### src/rtl/control_comparador.sv
// control_comparador: round controller for a number-guessing game driven by a 4-bit comparator.
// Latency: an accepted attempt is reflected on igual/mayor/menor/intentos/state one cycle after its valido edge.
// Backpressure: none; every valido rising edge is consumed immediately (accepted, rejected or ignored).
//
// Ports:
//   clk, rst            rising-edge clock, asynchronous active-high reset
//   inicio              start/restart a round (level, sampled every cycle, overrides everything else)
//   valido              attempt strobe; only its rising edge counts as an attempt
//   E, G, L             comparator result for the attempt (exactly one must be high)
//   igual/mayor/menor   last accepted comparator result
//   intentos            accepted attempts in the current round (0..MAX_INTENTOS)
//   jugando/gano/perdio one-hot round status; all low while waiting for inicio
//   error               one-cycle pulse for an attempt rejected because of an illegal E/G/L code
module control_comparador #(
    parameter int MAX_INTENTOS = 7
) (
    input  logic       clk,
    input  logic       rst,
    input  logic       inicio,
    input  logic       valido,
    input  logic       E,
    input  logic       G,
    input  logic       L,
    output logic       igual,
    output logic       mayor,
    output logic       menor,
    output logic [3:0] intentos,
    output logic       jugando,
    output logic       gano,
    output logic       perdio,
    output logic       error
);

    typedef enum logic [1:0] {
        ESPERA  = 2'd0,
        JUGANDO = 2'd1,
        GANO    = 2'd2,
        PERDIO  = 2'd3
    } estado_t;

    localparam logic [3:0] MAX_INT4 = 4'(MAX_INTENTOS);

    estado_t    estado_q;
    logic       valido_q;
    logic [3:0] intentos_q;
    logic       igual_q;
    logic       mayor_q;
    logic       menor_q;
    logic       error_q;

    logic       att_edge;
    logic       codigo_legal;
    logic [3:0] intentos_inc;

    // A held strobe yields a single attempt: only the 0->1 transition counts.
    assign att_edge     = valido & ~valido_q;
    // Legal code: exactly one of the three comparator flags is set.
    assign codigo_legal = (E & ~G & ~L) | (~E & G & ~L) | (~E & ~G & L);
    assign intentos_inc = intentos_q + 4'd1;

    always_ff @(posedge clk or posedge rst) begin
        if (rst) begin
            estado_q   <= ESPERA;
            valido_q   <= 1'b0;
            intentos_q <= 4'd0;
            igual_q    <= 1'b0;
            mayor_q    <= 1'b0;
            menor_q    <= 1'b0;
            error_q    <= 1'b0;
        end else begin
            valido_q <= valido;
            error_q  <= 1'b0;
            if (inicio) begin
                // Restart wins over any coincident attempt, which is dropped.
                estado_q   <= JUGANDO;
                intentos_q <= 4'd0;
                igual_q    <= 1'b0;
                mayor_q    <= 1'b0;
                menor_q    <= 1'b0;
            end else begin
                case (estado_q)
                    JUGANDO: begin
                        if (att_edge) begin
                            if (codigo_legal) begin
                                intentos_q <= intentos_inc;
                                igual_q    <= E;
                                mayor_q    <= G;
                                menor_q    <= L;
                                // A win on the final attempt takes priority over the loss.
                                if (E) begin
                                    estado_q <= GANO;
                                end else if (intentos_inc == MAX_INT4) begin
                                    estado_q <= PERDIO;
                                end
                            end else begin
                                error_q <= 1'b1;
                            end
                        end
                    end
                    // ESPERA, GANO and PERDIO ignore attempts and hold everything.
                    default: begin
                    end
                endcase
            end
        end
    end

    assign igual    = igual_q;
    assign mayor    = mayor_q;
    assign menor    = menor_q;
    assign intentos = intentos_q;
    assign error    = error_q;
    assign jugando  = (estado_q == JUGANDO);
    assign gano     = (estado_q == GANO);
    assign perdio   = (estado_q == PERDIO);

endmodule

### config.mk
export PLATFORM = sky130hd
export DESIGN_NAME = control_comparador
export DESIGN_NICKNAME = d
export VERILOG_FILES = /design/src/rtl/control_comparador.sv
export SDC_FILE = /design/constraint.sdc
export NUM_CORES = 1
export LEC_CHECK = 0
export CAP_MARGIN = 20
export CORE_AREA = 2 2 42 44
export DETAILED_ROUTE_END_ITERATION = 8
export DIE_AREA = 0 0 44 46
export PLACE_DENSITY_LB_ADDON = 0.15
export SLEW_MARGIN = 20
export SYNTH_ARGS = -nofsm -noshare
export SYNTH_HDL_FRONTEND = slang
export SYNTH_SLANG_ARGS = --single-unit
### constraint.sdc
create_clock -name clk -period 1.3 [get_ports clk]
set_input_delay 0.325 -clock clk [delete_from_list [all_inputs] [get_ports clk]]
set_output_delay 0.325 -clock clk [all_outputs]
set_load 0.01 [all_outputs]
---- After elaboration in Yosys (flattened, before gate mapping) ----
Cells that the tools add are included.
operators by class
  $add $sub $neg .......................... 1
  multipliers ............................. 0
  div/mod/pow operators ................... 0
  $lt $le $gt $ge ......................... 0
  eq/ne operators ......................... 4
  shift-type cells ........................ 0
  muxes and demuxes ....................... 26
  bitwise logic cells ..................... 13
  reduce and logical (&&, ||, !) cells .... 6
operator list
  kind                 count
  $mux 1               16
  $mux 4               4
  $mux 2               6
  $and 1x1->1          7
  $reduce_bool 2->1    3
  $add 4x1->4 const B  1
  $eq 2x2->1 const B   2
  $eq 4x3->1 const B   1
  $not 1->1            4
  $reduce_and 4->1     1
  $reduce_and 3->1     1
  $reduce_bool 3->1    1
  $eq 2x1->1 const B   1
  $or 1x1->1           2
storage, ports and cells
  register bits ........................... 11
  bits in latches ......................... 0
  bits in writable memories ............... 0
  ROM bits ................................ 0
  logic and storage cells ................. 57
  memories kept ........................... 0

---- Longest topological paths before layout ----
  depth in word-level cells ............... 9
  gate-level depth with buffers ........... 6

---- Worst setup path before layout ----
OpenSTA, ideal clock, no wires.
  path kind ............................... register to register
  start point ............................. register intentos_q[1], in the netlist intentos[1]
  end point ............................... register estado_q[1]
  library setup time ...................... 0.133 ns
  arrival ................................. 1.312 ns
  slack ................................... -0.146 ns
  stages on the path, launching flop included .. 6
  path buffers ............................ 0
  clock period less this slack ............ 1.446 ns
  cell sequence ........................... dfrtp_1 > ha_1 > a21oi_1 > mux2_2 > a311oi_1 > o31ai_1
on the way
  cells in the longest elaborated chain, start to end .. 4
ends and longest elaborated chain
  what                         RTL line  text
  from (decl)                  45        logic [3:0] intentos_q;
  from (signal assigned)       85        intentos_q <= intentos_inc;
  $add 4x1->4                  59        assign intentos_inc = intentos_q + 4'd1;
  $eq 4x3->1                   92        end else if (intentos_inc == MAX_INT4) begin
  $reduce_bool 3->1 (no line)  --
  $reduce_and 4->1 (no line)   --
  to (signal assigned)         63        estado_q <= ESPERA;
  to (signal assigned)         91        estado_q <= GANO;
  to (signal assigned)         93        estado_q <= PERDIO;
  to (decl)                    43        estado_t estado_q;
No other way between the ends.
A chain may end at the register's enable or synchronous reset.

---- Worst setup path after layout ----
  start point ............................. register estado_q[1]
  end point ............................... register intentos_q[3], in the netlist intentos[3]
on the way
  cells in the longest elaborated chain, start to end .. 3
ends and longest elaborated chain
  what                         RTL line  text
  from (signal assigned)       63
  from (signal assigned)       75        estado_q <= JUGANDO;
  from (signal assigned)       91
  $eq 2x1->1                   81        case (estado_q)
  $reduce_bool 2->1 (no line)  --
  $reduce_and 3->1 (no line)   --
No other way between the ends.

==> results.tsv <==
stage	metric	value	unit
outcome	outcome	complete, but fails checks	
outcome	violations	setup timing	
placement	post-dp-hpwl	1.06	mm
timing	rsz0062_at_grt	true	
logic_synthesis	synth_commonest_cells	dfrtp_1 (11), a21oi_1 (6), nand2_1 (6)	
timing	tightestPinTransition	0.281	ns
floorplanning	io_pins	18	
logic_synthesis	synthArstFlopShare	100	%
critical_path	required	1.51	ns
logic_synthesis	synth_edf_count	0	
power	switching_share	27.4	%
logic_synthesis	synth.cell_area	596	um2
critical_path	path_class	reg -> reg	
cells_and_area	fillers	119	
timing	setup_tns	-1.58	ns
run	maxCapViolCount	0	
hold_path	hold_class	in -> async	
logic_synthesis	syn_inst	60	
power	seqPwrFrac	45.4	%
critical_path	cp_num_buf_inv	1	
global_routing	grt_max_degree	12	
global_routing	grt_pass1_wl	2.45	mm
global_routing	grt_pass1_vias	613	
power	pwr-share-comb	24.5	%
power	power.internal	0.579	mW
clock_tree	cts_buffer_depth	2	
clock_tree	cts_sinks	11	
clock_tree	cts_buffers	3	
clock_tree	clk_latency	0.27	ns
floorplanning	dieArea	2020	um2
route	via_per_inst	4.99	
critical_path	r2r_setup_slack	-0.21	ns
route	wl_per_cell	13.5	um
placement	io_buffers	17	
power	p_leak	0.535	nW
critical_path	arrival	1.71	ns
logic_synthesis	ys_types	27	
critical_path	critPathCaptureType	flip-flop	
global_routing	grt_use_total	17.8	%
timing	hold_viol	0	
logic_synthesis	ys_ff_latch	11	
clock_tree	htreeDepth	1	
route	drtIter0Drc	7	
global_routing	antenna_found_initial	0	
cells_and_area	nets	118	
placement	dp_cells	109	
clock_tree	cts_root_buf	clkbuf_4	
timing	relSlewSlack	81.2	%
floorplanning	die_w	44	um
cells_and_area	fin_cells	125	
cells_and_area	finish.utilization	69.5	%
floorplanning	core_area	1610	um2
placement	gp_routability_congestion	0.733	
critical_path	crit_path_top_delay_cell	dfrtp_1	
timing	fin_worst_skew	0.00147	ns
cells_and_area	drive_above_1_share	52.8	%
timing	setup-violations-final	11	
global_routing	grt.overflow.total	0	
logic_synthesis	syn_nets	69	
cells_and_area	areaGrowthSynthToFinish	88.2	%
power	p_per_area	711	nW/um2
timing	setup_ws	-0.207	ns
critical_path	cpLargestDelayFamily	simple AND/OR/NAND/NOR gates	
logic_synthesis	synth_area_per_cell	9.93	um2
timing	min_period	1.51	ns
power	power_frac_clock	30.0	%
timing	post-route-period-util	116	%
logic_synthesis	synthTopCellsByArea	dfrtp_1 (46%), a21oi_1 (5.0%), ha_1 (4.2%)	
logic_synthesis	yosysWarnings	0	
route	dr.pass1.iters	4	
route	ant_nets	0	
logic_synthesis	synth.top_cell.area_share	46.2	%
floorplanning	dieHeight	46	um
route	route.vias.total	624	
critical_path	cp-start-kind	flip-flop	
route	drc	0	
clock_tree	clk_pin_slew_worst_paths	0.07	ns
cells_and_area	diodes	0	
logic_synthesis	synth_largest_area_cell	dfrtp_1	
logic_synthesis	ys_seq_area_share	46.2	%
power	p_sw	0.218	mW
logic_synthesis	ys.flop_type	dfrtp_1	
critical_path	crit_path_cell_trace	buf_4 -> and4bb_4 -> o211ai_4 -> or3_4 -> a21oi_2	
clock_tree	cts_tree	done	
floorplanning	start_util	36.9	%
route	totalWireLength	1.69	mm
timing	slew_violations	0	
critical_path	cpPeakStageDelay	0.39	ns
critical_path	crit_path_max_fanout	6	
logic_synthesis	yosysMostFrequentCell	dfrtp_1	
timing	fmax	664	MHz
floorplanning	rows	15	
power	max-vdd-ir-drop	0.490	mV
power by group through the flow:
stage,clock [mW],combinational [mW],sequential [mW]
floorplan,0,0.0588,0.371
global placement,0,0.152,0.368
detailed placement,0,0.154,0.369
CTS,0.254,0.185,0.362
global route,0.267,0.211,0.363
finish,0.240,0.195,0.362
cells in the final DEF (no fill, tap or decap), drive strengths merged:
| master | count |
|---|---|
| nor2 | 4 |
| mux2i | 2 |
| buf | 33 |
| nand3 | 2 |
| o211ai | 1 |
| and2 | 1 |
| nor2b | 2 |
| and4bb | 1 |
| nand2 | 6 |
| a21oi | 6 |
| o2111ai | 1 |
| ha | 2 |
| mux2 | 1 |
| clkdlybuf4s15 | 2 |
| xnor2 | 1 |
| clkbuf | 6 |
| inv | 5 |
| o31ai | 1 |
| o21ai | 3 |
| and3 | 1 |
| clkdlybuf4s50 | 4 |
| dlygate4sd2 | 5 |
| or3 | 2 |
| nor3b | 1 |
| a311oi | 1 |
| xor2 | 2 |
| nand4 | 1 |
| dfrtp | 11 |
sequential cells by signal, summed over array words and instances (netlist names):
register,cells
intentos,4
estado_q,2
error,1
igual,1
mayor,1
menor,1
valido_q,1
area by class of cell:
type	count	area [um2]	share of cell area [%]
Inverter	5	18.8	1.67
Multi-Input combinational cell	42	403	35.9
Tap cell	17	21.3	1.90
Sequential cell	11	278	24.8
Clock buffer	4	26.3	2.34
Timing Repair Buffer	46	374	33.4
worst register-to-register path: cells and delay by family (launching register included):
kind                   cells  cell delay, ns
DFF                        1            0.39
buffers and inverters      1            0.13
and+or+nand+nor            2            0.69
AOI/OAI and AO/OA          2            0.23
repair_timing:
item | in CTS | in global routing
gates resized for setup | 45 | 11
hold buffers | 0 | 0
setup endpoints to repair | 21 | 16
pin swaps | 9 | 2
buffers inserted | 9 | 3
metrics by stage:
stage | hold slack [ns] | cell area, um2 | worst slack (ns) | total power [mW]
after floorplan | 0.177 | 601 | -0.0785 | 0.430
after global placement | 0.516 | 911 | -0.469 | 0.521
after detailed placement | 0.523 | 911 | -0.487 | 0.523
after CTS | 0.326 | 1090 | -0.209 | 0.801
after global routing | 0.356 | 1120 | -0.274 | 0.841
final | 0.328 | 1120 | -0.207 | 0.797
logic make-up after synthesis:
| group | synth area share [%] |
|---|---|
| adder cells (fa/ha/maj) | 4.20 |
| XOR/XNOR | 5.67 |
| AO/OA/AOI/OAI | 15.3 |
| multiplexers | 5.25 |
| buffers and inverters | 4.62 |
| flip-flops | 46.2 |
| AND/OR/NAND/NOR | 18.7 |
metal layers:
layer / wire [um] / up-vias / track usage [%]
met3: 74 / 7 / 4.76
li1: - / 305 / -
met1: 679 / 292 / 17.0
met4: 48 / 0 / 10.9
met2: 886 / 20 / 33.5
met5: 0 / - / 0
worst paths after layout:
| path | start | end | cells after the start |
|---|---|---|---|
| max reg2reg | estado_q[1] | intentos[3] | 5 |
| min in group clk | igual | igual | 2 |
| max in group asynchronous | rst | intentos[1] | 3 |
| max | estado_q[1] | intentos[3] | 5 |
| min reg2reg | igual | igual | 2 |
| min | rst | valido_q | 3 |
Note: power is estimated with default switching activity, not from simulation.
